## src/rtl/sram_fifo_ctrl_pkg.sv

```systemverilog
// Shared definitions for the SRAM-backed FWFT FIFO controller: port-mode
// encodings, prefetch depth and width helpers for pointers and counters.
package sram_fifo_ctrl_pkg;

   // Bank port configuration encodings for the DUAL_PORT parameter
   localparam int DUAL_PORT_OFF = 0;
   localparam int DUAL_PORT_ON  = 1;

   // Number of words the prefetch buffer can hold ahead of the consumer
   localparam int OB_DEPTH = 2;

   // Bank address width for a given depth (at least one bit)
   function automatic int ptr_width(input int depth);
      return (depth > 1) ? $clog2(depth) : 1;
   endfunction

   // Occupancy counter width: bank words plus in-flight read plus prefetch
   function automatic int cnt_width(input int depth);
      return $clog2(depth + 3);
   endfunction

endpackage

```

## src/rtl/sram_fifo_prefetch.sv

```systemverilog
// Two-entry skid FIFO that catches bank read data and presents the head word.
// Head register drives the consumer directly so out_data is always registered.
module sram_fifo_prefetch
   import sram_fifo_ctrl_pkg::*;
#(
   parameter int DATA_WIDTH = 256
) (
   input  logic                  clk,
   input  logic                  rst_n,
   input  logic                  clear,
   input  logic                  push,
   input  logic [DATA_WIDTH-1:0] push_data,
   input  logic                  pop,
   output logic [DATA_WIDTH-1:0] head_data,
   output logic [1:0]            cnt
);

   logic [DATA_WIDTH-1:0] head_r;
   logic [DATA_WIDTH-1:0] tail_r;
   logic [1:0]            cnt_r;

   // Entry storage and fill level; simultaneous push and pop keep the level
   always_ff @(posedge clk or negedge rst_n) begin
      if (!rst_n) begin
         head_r <= {DATA_WIDTH{1'b0}};
         tail_r <= {DATA_WIDTH{1'b0}};
         cnt_r  <= 2'd0;
      end else if (clear) begin
         cnt_r  <= 2'd0;
      end else begin
         case ({push, pop})
            2'b10: begin
               if (cnt_r == 2'd0) begin
                  head_r <= push_data;
               end else begin
                  tail_r <= push_data;
               end
               cnt_r <= cnt_r + 2'd1;
            end
            2'b01: begin
               head_r <= tail_r;
               cnt_r  <= cnt_r - 2'd1;
            end
            2'b11: begin
               if (cnt_r == 2'd1) begin
                  head_r <= push_data;
               end else begin
                  head_r <= tail_r;
                  tail_r <= push_data;
               end
            end
            default: begin
               cnt_r <= cnt_r;
            end
         endcase
      end
   end

   assign head_data = head_r;
   assign cnt       = cnt_r;

endmodule

```

## src/rtl/sram_fifo_ctrl.sv

```systemverilog
// First-word-fall-through FIFO controller around one SRAM bank. Every word
// passes through the bank; a 2-entry prefetch hides the one-cycle read latency.
module sram_fifo_ctrl
   import sram_fifo_ctrl_pkg::*;
#(
   parameter int DATA_WIDTH = 256,
   parameter int DEPTH      = 32,
   parameter int DUAL_PORT  = DUAL_PORT_OFF,
   parameter int ADDR_WIDTH = ptr_width(DEPTH),
   parameter int CNT_WIDTH  = cnt_width(DEPTH)
) (
   input  logic                  clk,
   input  logic                  rst_n,
   input  logic                  clear,
   input  logic                  in_valid,
   output logic                  in_ready,
   input  logic [DATA_WIDTH-1:0] in_data,
   output logic                  out_valid,
   input  logic                  out_ready,
   output logic [DATA_WIDTH-1:0] out_data,
   output logic [ADDR_WIDTH-1:0] ram_addr_r,
   output logic [ADDR_WIDTH-1:0] ram_addr_w,
   output logic                  ram_read_en,
   output logic                  ram_write_en,
   output logic [DATA_WIDTH-1:0] ram_data_in,
   input  logic [DATA_WIDTH-1:0] ram_data_out,
   output logic [CNT_WIDTH-1:0]  count,
   output logic                  empty,
   output logic                  full
);

   localparam logic [CNT_WIDTH-1:0] DEPTH_C = CNT_WIDTH'(DEPTH);

   logic [ADDR_WIDTH-1:0] wr_ptr_r;
   logic [ADDR_WIDTH-1:0] rd_ptr_r;
   logic [CNT_WIDTH-1:0]  ram_cnt_r;
   logic [CNT_WIDTH-1:0]  count_r;
   logic                  rd_inflight_r;
   logic                  ready_en_r;
   logic [1:0]            ob_cnt_s;
   logic [2:0]            ob_occ_s;
   logic                  out_valid_s;
   logic                  pop_s;
   logic                  issue_rd_s;
   logic                  in_ready_s;
   logic                  write_s;

   // Current-cycle handshakes, read issue and single-port arbitration
   always_comb begin
      out_valid_s = (ob_cnt_s != 2'd0);
      pop_s       = out_valid_s && out_ready;
      ob_occ_s    = {1'b0, ob_cnt_s} + {2'b00, rd_inflight_r} - {2'b00, pop_s};
      issue_rd_s  = 1'b0;
      if (!clear && (ram_cnt_r != {CNT_WIDTH{1'b0}}) && (ob_occ_s < 3'(OB_DEPTH))) begin
         issue_rd_s = 1'b1;
      end else begin
         issue_rd_s = 1'b0;
      end
      in_ready_s = ready_en_r && !clear && (ram_cnt_r < DEPTH_C) &&
                   !((DUAL_PORT == DUAL_PORT_OFF) && issue_rd_s);
      write_s    = in_valid && in_ready_s;
   end

   // Pointers, occupancy counters and read-in-flight tracking
   always_ff @(posedge clk or negedge rst_n) begin
      if (!rst_n) begin
         wr_ptr_r      <= {ADDR_WIDTH{1'b0}};
         rd_ptr_r      <= {ADDR_WIDTH{1'b0}};
         ram_cnt_r     <= {CNT_WIDTH{1'b0}};
         count_r       <= {CNT_WIDTH{1'b0}};
         rd_inflight_r <= 1'b0;
         ready_en_r    <= 1'b0;
      end else if (clear) begin
         wr_ptr_r      <= {ADDR_WIDTH{1'b0}};
         rd_ptr_r      <= {ADDR_WIDTH{1'b0}};
         ram_cnt_r     <= {CNT_WIDTH{1'b0}};
         count_r       <= {CNT_WIDTH{1'b0}};
         rd_inflight_r <= 1'b0;
         ready_en_r    <= 1'b1;
      end else begin
         ready_en_r    <= 1'b1;
         if (write_s) begin
            wr_ptr_r <= wr_ptr_r + ADDR_WIDTH'(1'b1);
         end
         if (issue_rd_s) begin
            rd_ptr_r <= rd_ptr_r + ADDR_WIDTH'(1'b1);
         end
         ram_cnt_r     <= ram_cnt_r + CNT_WIDTH'(write_s) - CNT_WIDTH'(issue_rd_s);
         count_r       <= count_r + CNT_WIDTH'(write_s) - CNT_WIDTH'(pop_s);
         rd_inflight_r <= issue_rd_s;
      end
   end

   sram_fifo_prefetch #(
      .DATA_WIDTH(DATA_WIDTH)
   ) u_prefetch (
      .clk       (clk),
      .rst_n     (rst_n),
      .clear     (clear),
      .push      (rd_inflight_r),
      .push_data (ram_data_out),
      .pop       (pop_s),
      .head_data (out_data),
      .cnt       (ob_cnt_s)
   );

   assign in_ready     = in_ready_s;
   assign out_valid    = out_valid_s;
   assign ram_read_en  = issue_rd_s;
   assign ram_write_en = write_s;
   assign ram_addr_r   = rd_ptr_r;
   assign ram_addr_w   = wr_ptr_r;
   assign ram_data_in  = in_data;
   assign count        = count_r;
   assign empty        = (count_r == {CNT_WIDTH{1'b0}});
   assign full         = (ram_cnt_r == DEPTH_C);

endmodule

```

## config.mk

```make
export PLATFORM = sky130hd
export DESIGN_NAME = sram_fifo_ctrl
export DESIGN_NICKNAME = d
export VERILOG_FILES = /design/src/rtl/sram_fifo_ctrl_pkg.sv /design/src/rtl/sram_fifo_prefetch.sv /design/src/rtl/sram_fifo_ctrl.sv
export SDC_FILE = /design/constraint.sdc
export NUM_CORES = 1
export LEC_CHECK = 0
export BUFFER_PORTS_ARGS = -buffer_cell sky130_fd_sc_hd__buf_2
export CORE_AREA = 2 2 413 415
export CTS_CLUSTER_DIAMETER = 40
export CTS_CLUSTER_SIZE = 25
export DETAILED_ROUTE_END_ITERATION = 7
export DIE_AREA = 0 0 415 417
export PLACE_DENSITY = 0.33
export SYNTH_ARGS = -nofsm -noshare
export SYNTH_HDL_FRONTEND = slang
export SYNTH_HIERARCHICAL = 1
export SYNTH_SLANG_ARGS = --single-unit
export TNS_END_PERCENT = 10
```

## constraint.sdc

```tcl
create_clock -name clk -period 6.2 [get_ports clk]
set_input_delay 0.31 -clock clk [delete_from_list [all_inputs] [get_ports clk]]
set_output_delay 0.31 -clock clk [all_outputs]
set_load 0.05 [all_outputs]
```

; ---- Word-level counts from Yosys, hierarchy flattened
; Index checks and enable logic that the tools add are counted.
[word_totals]
elab_cells = 66
ff_bits = 538
out_inout_bits = 534
[classes]
mux = 16
add_sub_neg = 10
reduce_logical = 20
n_eq_ne = 8
order_cmp = 2
bitwise_logic = 1
[ops]
columns = op, n
row1 = $mux W256, 4
row2 = $pmux W256 S3, 1
row3 = $pmux W256 S2, 1
row4 = $mux W5, 4
row5 = $add A6 B1 Y6, 2
row6 = $mux W6, 2
row7 = $sub A6 B1 Y6, 2
row8 = $add A5 B1 Y5 const B, 2
row9 = $reduce_bool A2 Y1, 4
row10 = $logic_and A1 B1 Y1, 7
row11 = $eq A6 B6 Y1 const B, 1
row12 = $logic_not A6 Y1, 1
row13 = $lt A6 B6 Y1 const B, 1
row14 = $reduce_bool A3 Y1, 2
row15 = $reduce_bool A6 Y1, 1
row16 = $eq A2 B1 Y1 const B, 2
row17 = $eq A2 B2 Y1 const B, 2
row18 = $ne A2 B2 Y1 const B, 2
row19 = $pmux W2 S2, 1
row20 = $reduce_and A4 Y1, 1
row21 = $add A2 B1 Y3, 1
row22 = $lt A3 B2 Y1 const B, 1
row23 = $reduce_and A3 Y1, 1
row24 = $sub A3 B1 Y3, 1
row25 = 8 further kinds, 10

; ---- Longest topological paths before layout
; Gate-level depths: netlist (run 1).
[logic_depth]
word_depth = 12
ltp_mapped = 14
depth_no_buf = 14

; ---- Cells and area by module
; Netlist (run 1), hierarchy kept.
[by_module_without_submodules]
columns = mod, n_inst, area_each_um2, cells_each
row1 = sram_fifo_prefetch, 1, 22544.1, 1386
row2 = sram_fifo_ctrl, 1, 3498.4, 411

; ---- Worst setup path before layout (run 1)
; Ideal clock, no wire load.
[synth_path]
kind = register to register
start = reg u_prefetch.cnt_r[0] (netlist: u_prefetch/cnt[0])
end = reg ram_cnt_r[4]
path_stages_with_launch = 13
t_arrival_ns = 3.181
period_less_slack_ns = 3.312
setup_slack_ns = 2.888
setup_time_ns = 0.132
cell_sequence = dfrtp_1 and3b_1 o21ai_0 fa_1 nand2b_4 o311ai_4 inv_1 ha_1 fa_1 a21oi_1 o21bai_1 xnor2_1 nor2_1
[synth_via]
elab_chain_cells = 12
[synth_lines]
columns = item, line
row1 = start: declaration, sram_fifo_prefetch.sv:20  ; logic [1:0] cnt_r;
row2 = start signal: assignment, sram_fifo_prefetch.sv:38  ; cnt_r <= cnt_r + 2'd1;
row3 = start signal: assignment, sram_fifo_prefetch.sv:42  ; cnt_r <= cnt_r - 2'd1;
row4 = start signal: assignment, sram_fifo_prefetch.sv:53  ; cnt_r <= cnt_r;
row5 = "parallel branches: the longest is 2 deep, another holds $add A2 B1 Y3", n/a
row6 = $sub A3 B1 Y3 (*), sram_fifo_ctrl.sv:52  ; ob_occ_s = {1'b0, ob_cnt_s} + {2'b00, rd_inflight_r} - {2'b00, pop_s};
row7 = $lt A3 B2 Y1 (*), sram_fifo_ctrl.sv:54  ; if (!clear && (ram_cnt_r != {CNT_WIDTH{1'b0}}) && (ob_occ_s < 3'(OB_DEPTH))) begin
row8 = $logic_and A1 B1 Y1 (*), sram_fifo_ctrl.sv:54
row9 = $mux W1 (*), sram_fifo_ctrl.sv:54
row10 = $logic_not A1 Y1 (*), sram_fifo_ctrl.sv:60  ; !((DUAL_PORT == DUAL_PORT_OFF) && issue_rd_s);
row11 = $logic_and A1 B1 Y1 (*), sram_fifo_ctrl.sv:59  ; in_ready_s = ready_en_r && !clear && (ram_cnt_r < DEPTH_C) &&
row12 = $logic_and A1 B1 Y1 (*), sram_fifo_ctrl.sv:61  ; write_s = in_valid && in_ready_s;
row13 = net ram_write_en, sram_fifo_ctrl.sv:24  ; output logic ram_write_en,
row14 = $add A6 B1 Y6 (*), sram_fifo_ctrl.sv:88  ; ram_cnt_r <= ram_cnt_r + CNT_WIDTH'(write_s) - CNT_WIDTH'(issue_rd_s);
row15 = $sub A6 B1 Y6 (*), sram_fifo_ctrl.sv:88
row16 = $mux W6 (*), sram_fifo_ctrl.sv:73  ; end else if (clear) begin
row17 = end signal: assignment, sram_fifo_ctrl.sv:69  ; ram_cnt_r <= {CNT_WIDTH{1'b0}};
row18 = end signal: assignment, sram_fifo_ctrl.sv:76  ; ram_cnt_r <= {CNT_WIDTH{1'b0}};
row19 = end signal: assignment, sram_fifo_ctrl.sv:88
row20 = end: declaration, sram_fifo_ctrl.sv:36  ; logic [CNT_WIDTH-1:0] ram_cnt_r;
; Mark *: on every way through the listed nets, which the timed path passes.
; A chain may end at the register's enable or synchronous reset.

; ---- Final worst setup path (run 1)
[layout_path]
start = reg u_prefetch.cnt_r[0] (netlist: u_prefetch/cnt[0])
end = out ram_write_en
[layout_via]
elab_chain_cells = 9
[layout_lines]
columns = item, line
row1 = "parallel branches: the longest is 2 deep, another holds $add A2 B1 Y3", n/a
row2 = $sub A3 B1 Y3 (*), sram_fifo_ctrl.sv:52
row3 = $lt A3 B2 Y1 (*), sram_fifo_ctrl.sv:54
row4 = $logic_and A1 B1 Y1 (*), sram_fifo_ctrl.sv:54
row5 = $mux W1 (*), sram_fifo_ctrl.sv:54
row6 = $logic_not A1 Y1 (*), sram_fifo_ctrl.sv:60
row7 = $logic_and A1 B1 Y1 (*), sram_fifo_ctrl.sv:59
row8 = $logic_and A1 B1 Y1 (*), sram_fifo_ctrl.sv:61
row9 = end: declaration, sram_fifo_ctrl.sv:24
; Every way passes the cells marked *.

==> impl_metrics.tcl, run 1 <==
set metrics [dict create \
    top_usage_layer "met2" \
    use_met3_pct 4.07 \
    cts_tree "yes" \
    rows 151 \
    register_area_um2 13500 \
    grt_first_pass_wirelength_um 123000 \
    vias 16600 \
    routed_via_density 3.50 \
    grt_max_degree 145 \
    worst_pin_slew_ns 1.13 \
    wl_per_cell_um 17.5 \
    outcome "completed" \
    min_period_ns 3.43 \
    die_h_um 417 \
    dp.cells 4234 \
    drive_above_1_share_pct 62.2 \
    core_um2 169000 \
    port_buffers 538 \
    gp_congestion 0.706 \
    ys_seq_area_share_pct 51.7 \
    syn_nets 2338 \
    drc 0 \
    cts_num_sinks 538 \
    grt_overflow_total 0 \
    dr.pass1.iters 5 \
    rsz0062_at_grt "false" \
    initial_utilization_pct 15.5 \
    drt_wl_total_um 82900 \
    ys_types 50 \
    r2r_cells 8 \
    finalNonFillerCells 4739 \
    clk_pin_slew_ns 0.05 \
    drv_cap 0 \
    crit_path_end_kind "output pin" \
    crit_fanout 9 \
    ys_warn_count 6 \
    nFillCells 18000 \
    cts_max_level 4 \
    grt_util_met2_pct 16.9 \
    setup_violations 0 \
    fin_crit_sh_pct 55.3 \
    finalNetCount 2951 \
    syn_area_um2 26000 \
    critPathKind "register to output pin" \
    leakagePower_nw 16.2 \
    hold_depth 2 \
    ys.flop_type "dfrtp_1" \
    area_growth_pct 40.9 \
    avgSynthCellArea_um2 14.5 \
    drt-initial-drc-count 546 \
    synthArstFlopShare_pct 100 \
    clockBufferDepth 3 \
    final_max_slew_viol_count 0 \
    antenna_found_initial 7 \
    cts_buffers 134 \
    total_power_w 0.0224 \
    root_buffer "clkbuf_16" \
    power_density_nw_per_um2 610 \
    ios 1051 \
    timing.setup.tns_ns 0 \
    worstPathRequired_ns 5.89 \
    max_slew_margin_pct 24.7 \
    cts_setup_buffers 0 \
    grt_use_met1_pct 9.36 \
    synth_seq_cells 538 \
    ant_nets 0 \
    synth_edf_count 0 \
    arrival_ns 3.12 \
    grt_pass1_vias 18700 \
    finClkSkew_ns 0.0398 \
    fmax_ghz 0.292 \
    dieArea_um2 173000 \
    die-width_um 415 \
    dpl.hpwl_um 57100 \
    hp-class "input port to register" \
    syn_inst 1797 \
    grt_use_total_pct 9.48 \
    clk_latency_ns 0.74 \
    multi_input_area_um2 10100 \
    peakVddDrop_uv 295 \
    cp-start-kind "register" \
    finalCoreUtilization_pct 21.8 \
    hold_viol_final 0 \
]
==> per-stage QoR <==
step | cell area [µm²] | hold WS, ns | worst slack, ns
6_report | 36700 | 0.110 | 2.77
5_1_grt | 36700 | 0.0662 | 2.55
4_1_cts | 36700 | 0.0349 | 2.66
3_5_place_dp | 29300 | 0.415 | 2.80
3_3_place_gp | 29300 | 0.413 | 2.72
2_1_floorplan | 26000 | 0.0144 | 2.89
==> timing repair <==
action | in CTS | in global routing
hold endpoints to repair | 591 | 0
hold buffers | 258 | 0
gates resized for setup | 0 | 0
==> sequential cells by signal, indices dropped and copies added (netlist names) <==
name                  count
u_prefetch/cnt            2
rd_inflight_r             1
count                     6
ram_addr_r                5
ram_addr_w                5
ready_en_r                1
ram_cnt_r                 6
u_prefetch/tail_r       256
u_prefetch/head_data    256
==> routing by layer <==
metal / vias to the layer above / wire length (µm)
met5: - / 27
met4: 2 / 3480
met3: 241 / 6720
met2: 578 / 43300
met1: 8419 / 29400
li1: 7331 / -
==> cell type report <==
cell class                      instances  share of cell area, %
Antenna cell                            5                 0.0341
Clock buffer                          182                   10.4
Clock inverter                         60                   2.58
Inverter                               21                  0.215
Multi-Input combinational cell        893                   27.4
Sequential cell                       538                   36.7
Tap cell                             2218                   7.56
Timing Repair Buffer                  822                   15.1
==> cell usage after synthesis (3+ instances only) <==
master	number	area share (%)
ha_1	21	1.0
nor2b_1	8	0.19
a21oi_1	7	0.13
mux2_4	100	5.8
mux2i_1	4	0.15
o21ai_0	5	0.096
nor4_1	4	0.096
nand2_1	11	0.16
xnor2_1	8	0.27
fa_1	3	0.23
dfrtp_1	538	52
clkbuf_1	4	0.058
nor2_1	13	0.19
mux2_2	668	29
inv_1	20	0.29
buf_4	258	7.4
buf_6	14	0.61
buf_2	68	1.3
==> kinds of logic (layout without fill, tap and decap cells) <==
group / Yosys count / after routing / synth area share (%)
and+or+nand+nor: 55 / 55 / 1.25
adders and majority gates: 24 / 24 / 1.24
DFF: 538 / 538 / 51.7
other: 1 / 6 / 0.0144
muxes: 774 / 774 / 34.9
xor gates and xnor gates: 10 / 10 / 0.336
AOI/OAI and AO/OA: 29 / 29 / 0.850
buffers and inverters: 366 / 1085 / 9.72
==> path summary, 6_finish.rpt <==
path,start,to,slack (ns)
max,u_prefetch/cnt[0]$_DFFE_PN0P_,ram_write_en,2.77
min,clear,u_prefetch/cnt[1]$_DFFE_PN0P_,0.11
max reg2reg,u_prefetch/cnt[1]$_DFFE_PN0P_,u_prefetch/tail_r[73]$_DFFE_PN0P_,2.79
min reg2reg,u_prefetch/tail_r[247]$_DFFE_PN0P_,u_prefetch/tail_r[247]$_DFFE_PN0P_,0.49
max in group asynchronous,rst_n,u_prefetch/tail_r[104]$_DFFE_PN0P_,4.42
min in group asynchronous,rst_n,u_prefetch/tail_r[45]$_DFFE_PN0P_,0.19
==> placed cells by master, fill, tap and decap left out, types with 3 or more instances in the layout <==
| cell type | synthesis | routed |
|---|---|---|
| clkbuf_8 | 0 | 27 |
| clkbuf_16 | 0 | 134 |
| inv_1 | 20 | 20 |
| fa_1 | 3 | 3 |
| nor4_1 | 4 | 4 |
| dfrtp_1 | 538 | 538 |
| clkinvlp_4 | 0 | 6 |
| nand2_1 | 11 | 11 |
| buf_2 | 68 | 537 |
| inv_16 | 0 | 4 |
| xnor2_1 | 8 | 8 |
| inv_6 | 0 | 4 |
| buf_4 | 258 | 21 |
| a21oi_1 | 7 | 7 |
| mux2i_1 | 4 | 4 |
| clkinv_16 | 0 | 5 |
| dlygate4sd3_1 | 0 | 258 |
| mux2_2 | 668 | 668 |
| buf_12 | 0 | 5 |
| nor2b_1 | 8 | 8 |
| nor2_1 | 13 | 12 |
| diode_2 | 0 | 5 |
| mux2_4 | 100 | 100 |
| ha_1 | 21 | 21 |
| bufinv_16 | 0 | 16 |
| clkinv_2 | 0 | 21 |
| clkbuf_1 | 4 | 21 |
| o21ai_0 | 5 | 5 |
==> report_power, final <==
group | switching, W | total [W] | internal [W]
registers | 0.000883 | 0.00617 | 0.00528
clock network | 0.00233 | 0.00730 | 0.00497
logic | 0.00558 | 0.00893 | 0.00336
total | 0.00879 | 0.0224 | 0.0136
==> critical path, stage by stage (launching register included) <==
cell	delay (ns)
dfrtp_1	0.41
and3b_1	0.28
o21ai_0	0.13
fa_1	0.56
nand2b_4	0.07
o311ai_4	0.49
inv_1	0.17
buf_2	0.26
Power figures use the tool's default switching activity.
==> inputs of run 2 (changes only) <==
--- a/config.mk
+++ b/config.mk
@@ -11,7 +11,7 @@
 export CTS_CLUSTER_SIZE = 25
 export DETAILED_ROUTE_END_ITERATION = 7
 export DIE_AREA = 0 0 415 417
-export PLACE_DENSITY = 0.33
+export PLACE_DENSITY = 0.34
 export SYNTH_ARGS = -nofsm -noshare
 export SYNTH_HDL_FRONTEND = slang
 export SYNTH_HIERARCHICAL = 1
==> constraint.sdc (replaced) <==
create_clock -name clk -period 2.81 [get_ports clk]
set_input_delay 0.1405 -clock clk [delete_from_list [all_inputs] [get_ports clk]]
set_output_delay 0.1405 -clock clk [all_outputs]
set_load 0.05 [all_outputs]
==> run 2 against run 1 <==
  * The flow now finishes with violations (setup timing)
  * Non-clock buffer count rose by 69
  * First-iteration DRC count fell by 28%
  * Sequential power rose by 120%
  * Total power rose by 120%
  * Core utilization rose by 0.46 points
  * Register-to-register slack got worse by 3.0 ns
  * Clock skew fell by 0.017 ns
  * Combinational power rose by 130%
  * Critical path depth rose by 7
  * Global-route usage rose by 0.35 points
  * Count of clock-buffer cells in the layout fell by 12
  * Routed wire length rose by 4.0%
==> impl_metrics.tcl, run 2 (synthesis gave the netlist of run 1 again) <==
set metrics [dict create \
    outcome "complete, but fails checks" \
    violations "setup timing" \
    die-width_um 415 \
    hp-start "ram_data_out[36]" \
    max_slew_margin_pct 57.1 \
    drive_above_1_share_pct 63.7 \
    rows 151 \
    core_um2 169000 \
    finalCoreUtilization_pct 22.2 \
    cts_num_sinks 538 \
    drv_cap 0 \
    drt-initial-drc-count 393 \
    leakagePower_nw 16.6 \
    finClkSkew_ns 0.0233 \
    setup_violations 9 \
    dpl_cell_area_um2 30200 \
    antenna_found_initial 8 \
    wl_per_cell_um 18.0 \
    die_h_um 417 \
    drc 0 \
    initial_utilization_pct 15.5 \
    port_buffers 538 \
    clk_latency_ns 0.75 \
    mostFrequentLayoutCell "mux2_2" \
    final_max_slew_viol_count 0 \
    grt_first_pass_wirelength_um 127000 \
    crit_path_end_kind "register" \
    rsz0062_at_grt "true" \
    fin_crit_sh_pct 108 \
    cts_max_level 4 \
    design_area_um2 37500 \
    cp-start-kind "register" \
    fmax_ghz 0.328 \
    vias 16800 \
    peakVddDrop_uv 653 \
    nFillCells 18000 \
    grt_max_degree 63 \
    dpl.hpwl_um 62400 \
    ant_nets 0 \
    dr.pass1.iters 4 \
    grt_overflow_total 0 \
    hold_viol_final 0 \
    rr_endpoint "ram_cnt_r[4]$_DFF_PN0_" \
    dp_worst_setup_slack_ns -0.271 \
    power_density_nw_per_um2 1330 \
    routed_via_density 3.50 \
    dieArea_um2 173000 \
    cts_buffers 130 \
    critPathKind "register to register" \
    r2r_setup_slack_ns -0.24 \
    cts_tree "yes" \
    cp-startpoint "u_prefetch/cnt[0]$_DFFE_PN0P_" \
    finalNetCount 3016 \
    grt_pass1_vias 19200 \
    layout.cells.most_common_list "668 x mux2_2, 538 x dfrtp_1, 534 x buf_2" \
    area_growth_pct 43.8 \
    clockBufferDepth 3 \
    drt_wl_total_um 86200 \
    clk_pin_slew_ns 0.05 \
    r2r_cells 14 \
    grt_use_total_pct 9.83 \
    ios 1051 \
    crit_fanout 3 \
    crit-reg2reg-launch "u_prefetch/cnt[0]$_DFFE_PN0P_" \
    timing.setup.tns_ns -1.61 \
    endpoint "ram_cnt_r[4]$_DFF_PN0_" \
    root_buffer "clkbuf_16" \
    hp-class "input port to register" \
    worst_pin_slew_ns 0.644 \
    gp_congestion 0.738 \
    worstPathRequired_ns 3.41 \
    min_period_ns 3.05 \
    setup_slack_ns -0.237 \
    arrival_ns 3.65 \
]
## run 2: cell types whose count changed in the layout (fill, tap and decap cells not counted), moves of 4 or more
| cell | previous run | this run |
|---|---|---|
| buf_12 | 5 | 34 |
| clkbuf_8 | 27 | 20 |
| buf_4 | 21 | 58 |
| clkinvlp_4 | 6 | 10 |
## run 2: repair_timing
action | 4_1_cts | 5_1_grt
buffers inserted | 2 | 1
endpoints found under the setup margin | 13 | 13
hold endpoints to repair | 1001 | 0
hold buffers | 261 | 0
resized for setup | 25 | 6
pin swaps | 6 | 3
## run 2: worst min-delay path by stage
stage               cells past startpoint  slack (ns)                                 end
detailed placement                      1        0.18   u_prefetch/tail_r[66]$_DFFE_PN0P_
finish                                  3        0.17   u_prefetch/tail_r[36]$_DFFE_PN0P_
floorplan                               0       -0.16                  count[0]$_DFF_PN0_
CTS                                     3        0.08  u_prefetch/tail_r[246]$_DFFE_PN0P_
global placement                        1        0.17  u_prefetch/tail_r[201]$_DFFE_PN0P_
global route                            3        0.13  u_prefetch/tail_r[202]$_DFFE_PN0P_
## run 2: layout make-up
| cell class | count | area, µm² | area share, % |
|---|---|---|---|
| inverter | 21 | 78.8 | 0.210 |
| clock buffer | 170 | 3650 | 9.73 |
| multi-input combinational | 893 | 10100 | 27.0 |
| clock inverter | 62 | 900 | 2.40 |
| antenna | 4 | 10.0 | 0.0267 |
| timing repair buffer | 891 | 6470 | 17.3 |
| sequential | 538 | 13500 | 35.9 |
| tap | 2218 | 2780 | 7.41 |
## run 2: report_power, final
| group | internal (W) | total [W] | switching, W |
|---|---|---|---|
| combinational | 0.00805 | 0.0207 | 0.0126 |
| clock | 0.0105 | 0.0155 | 0.00500 |
| sequential | 0.0117 | 0.0136 | 0.00189 |
## run 2: routing by layer
layer	vias to the layer above	global-route usage, %	part of all wire [%]
met1	8490	9.84	36
met3	213	4.55	8.5
met2	640	17.3	51
li1	7460	-	-
met5	-	0.583	0.21
met4	10	4.30	3.4
## run 2: worst max-delay path, cell delays in order (launching register included)
cell and delay [ns]:
dfrtp_1 0.36, and3b_2 0.24, buf_4 0.14, fa_2 0.55, nand2b_4 0.05, or3_4 0.40
inv_2 0.07, ha_1 0.12, inv_1 0.04, ha_2 0.17, fa_2 0.35, a21oi_2 0.13
o21bai_1 0.09, xnor2_1 0.15, nor2_1 0.05
## run 2: through the flow
stage | hold slack (ns) | instances | total power [W]
finish | 0.174 | 4797 | 0.0498
global route | 0.125 | 4797 | 0.0524
CTS | 0.0839 | 4792 | 0.0508
detailed placement | 0.175 | 4297 | 0.0343
global placement | 0.172 | 4297 | 0.0338
floorplan | -0.155 | 1797 | 0.0292
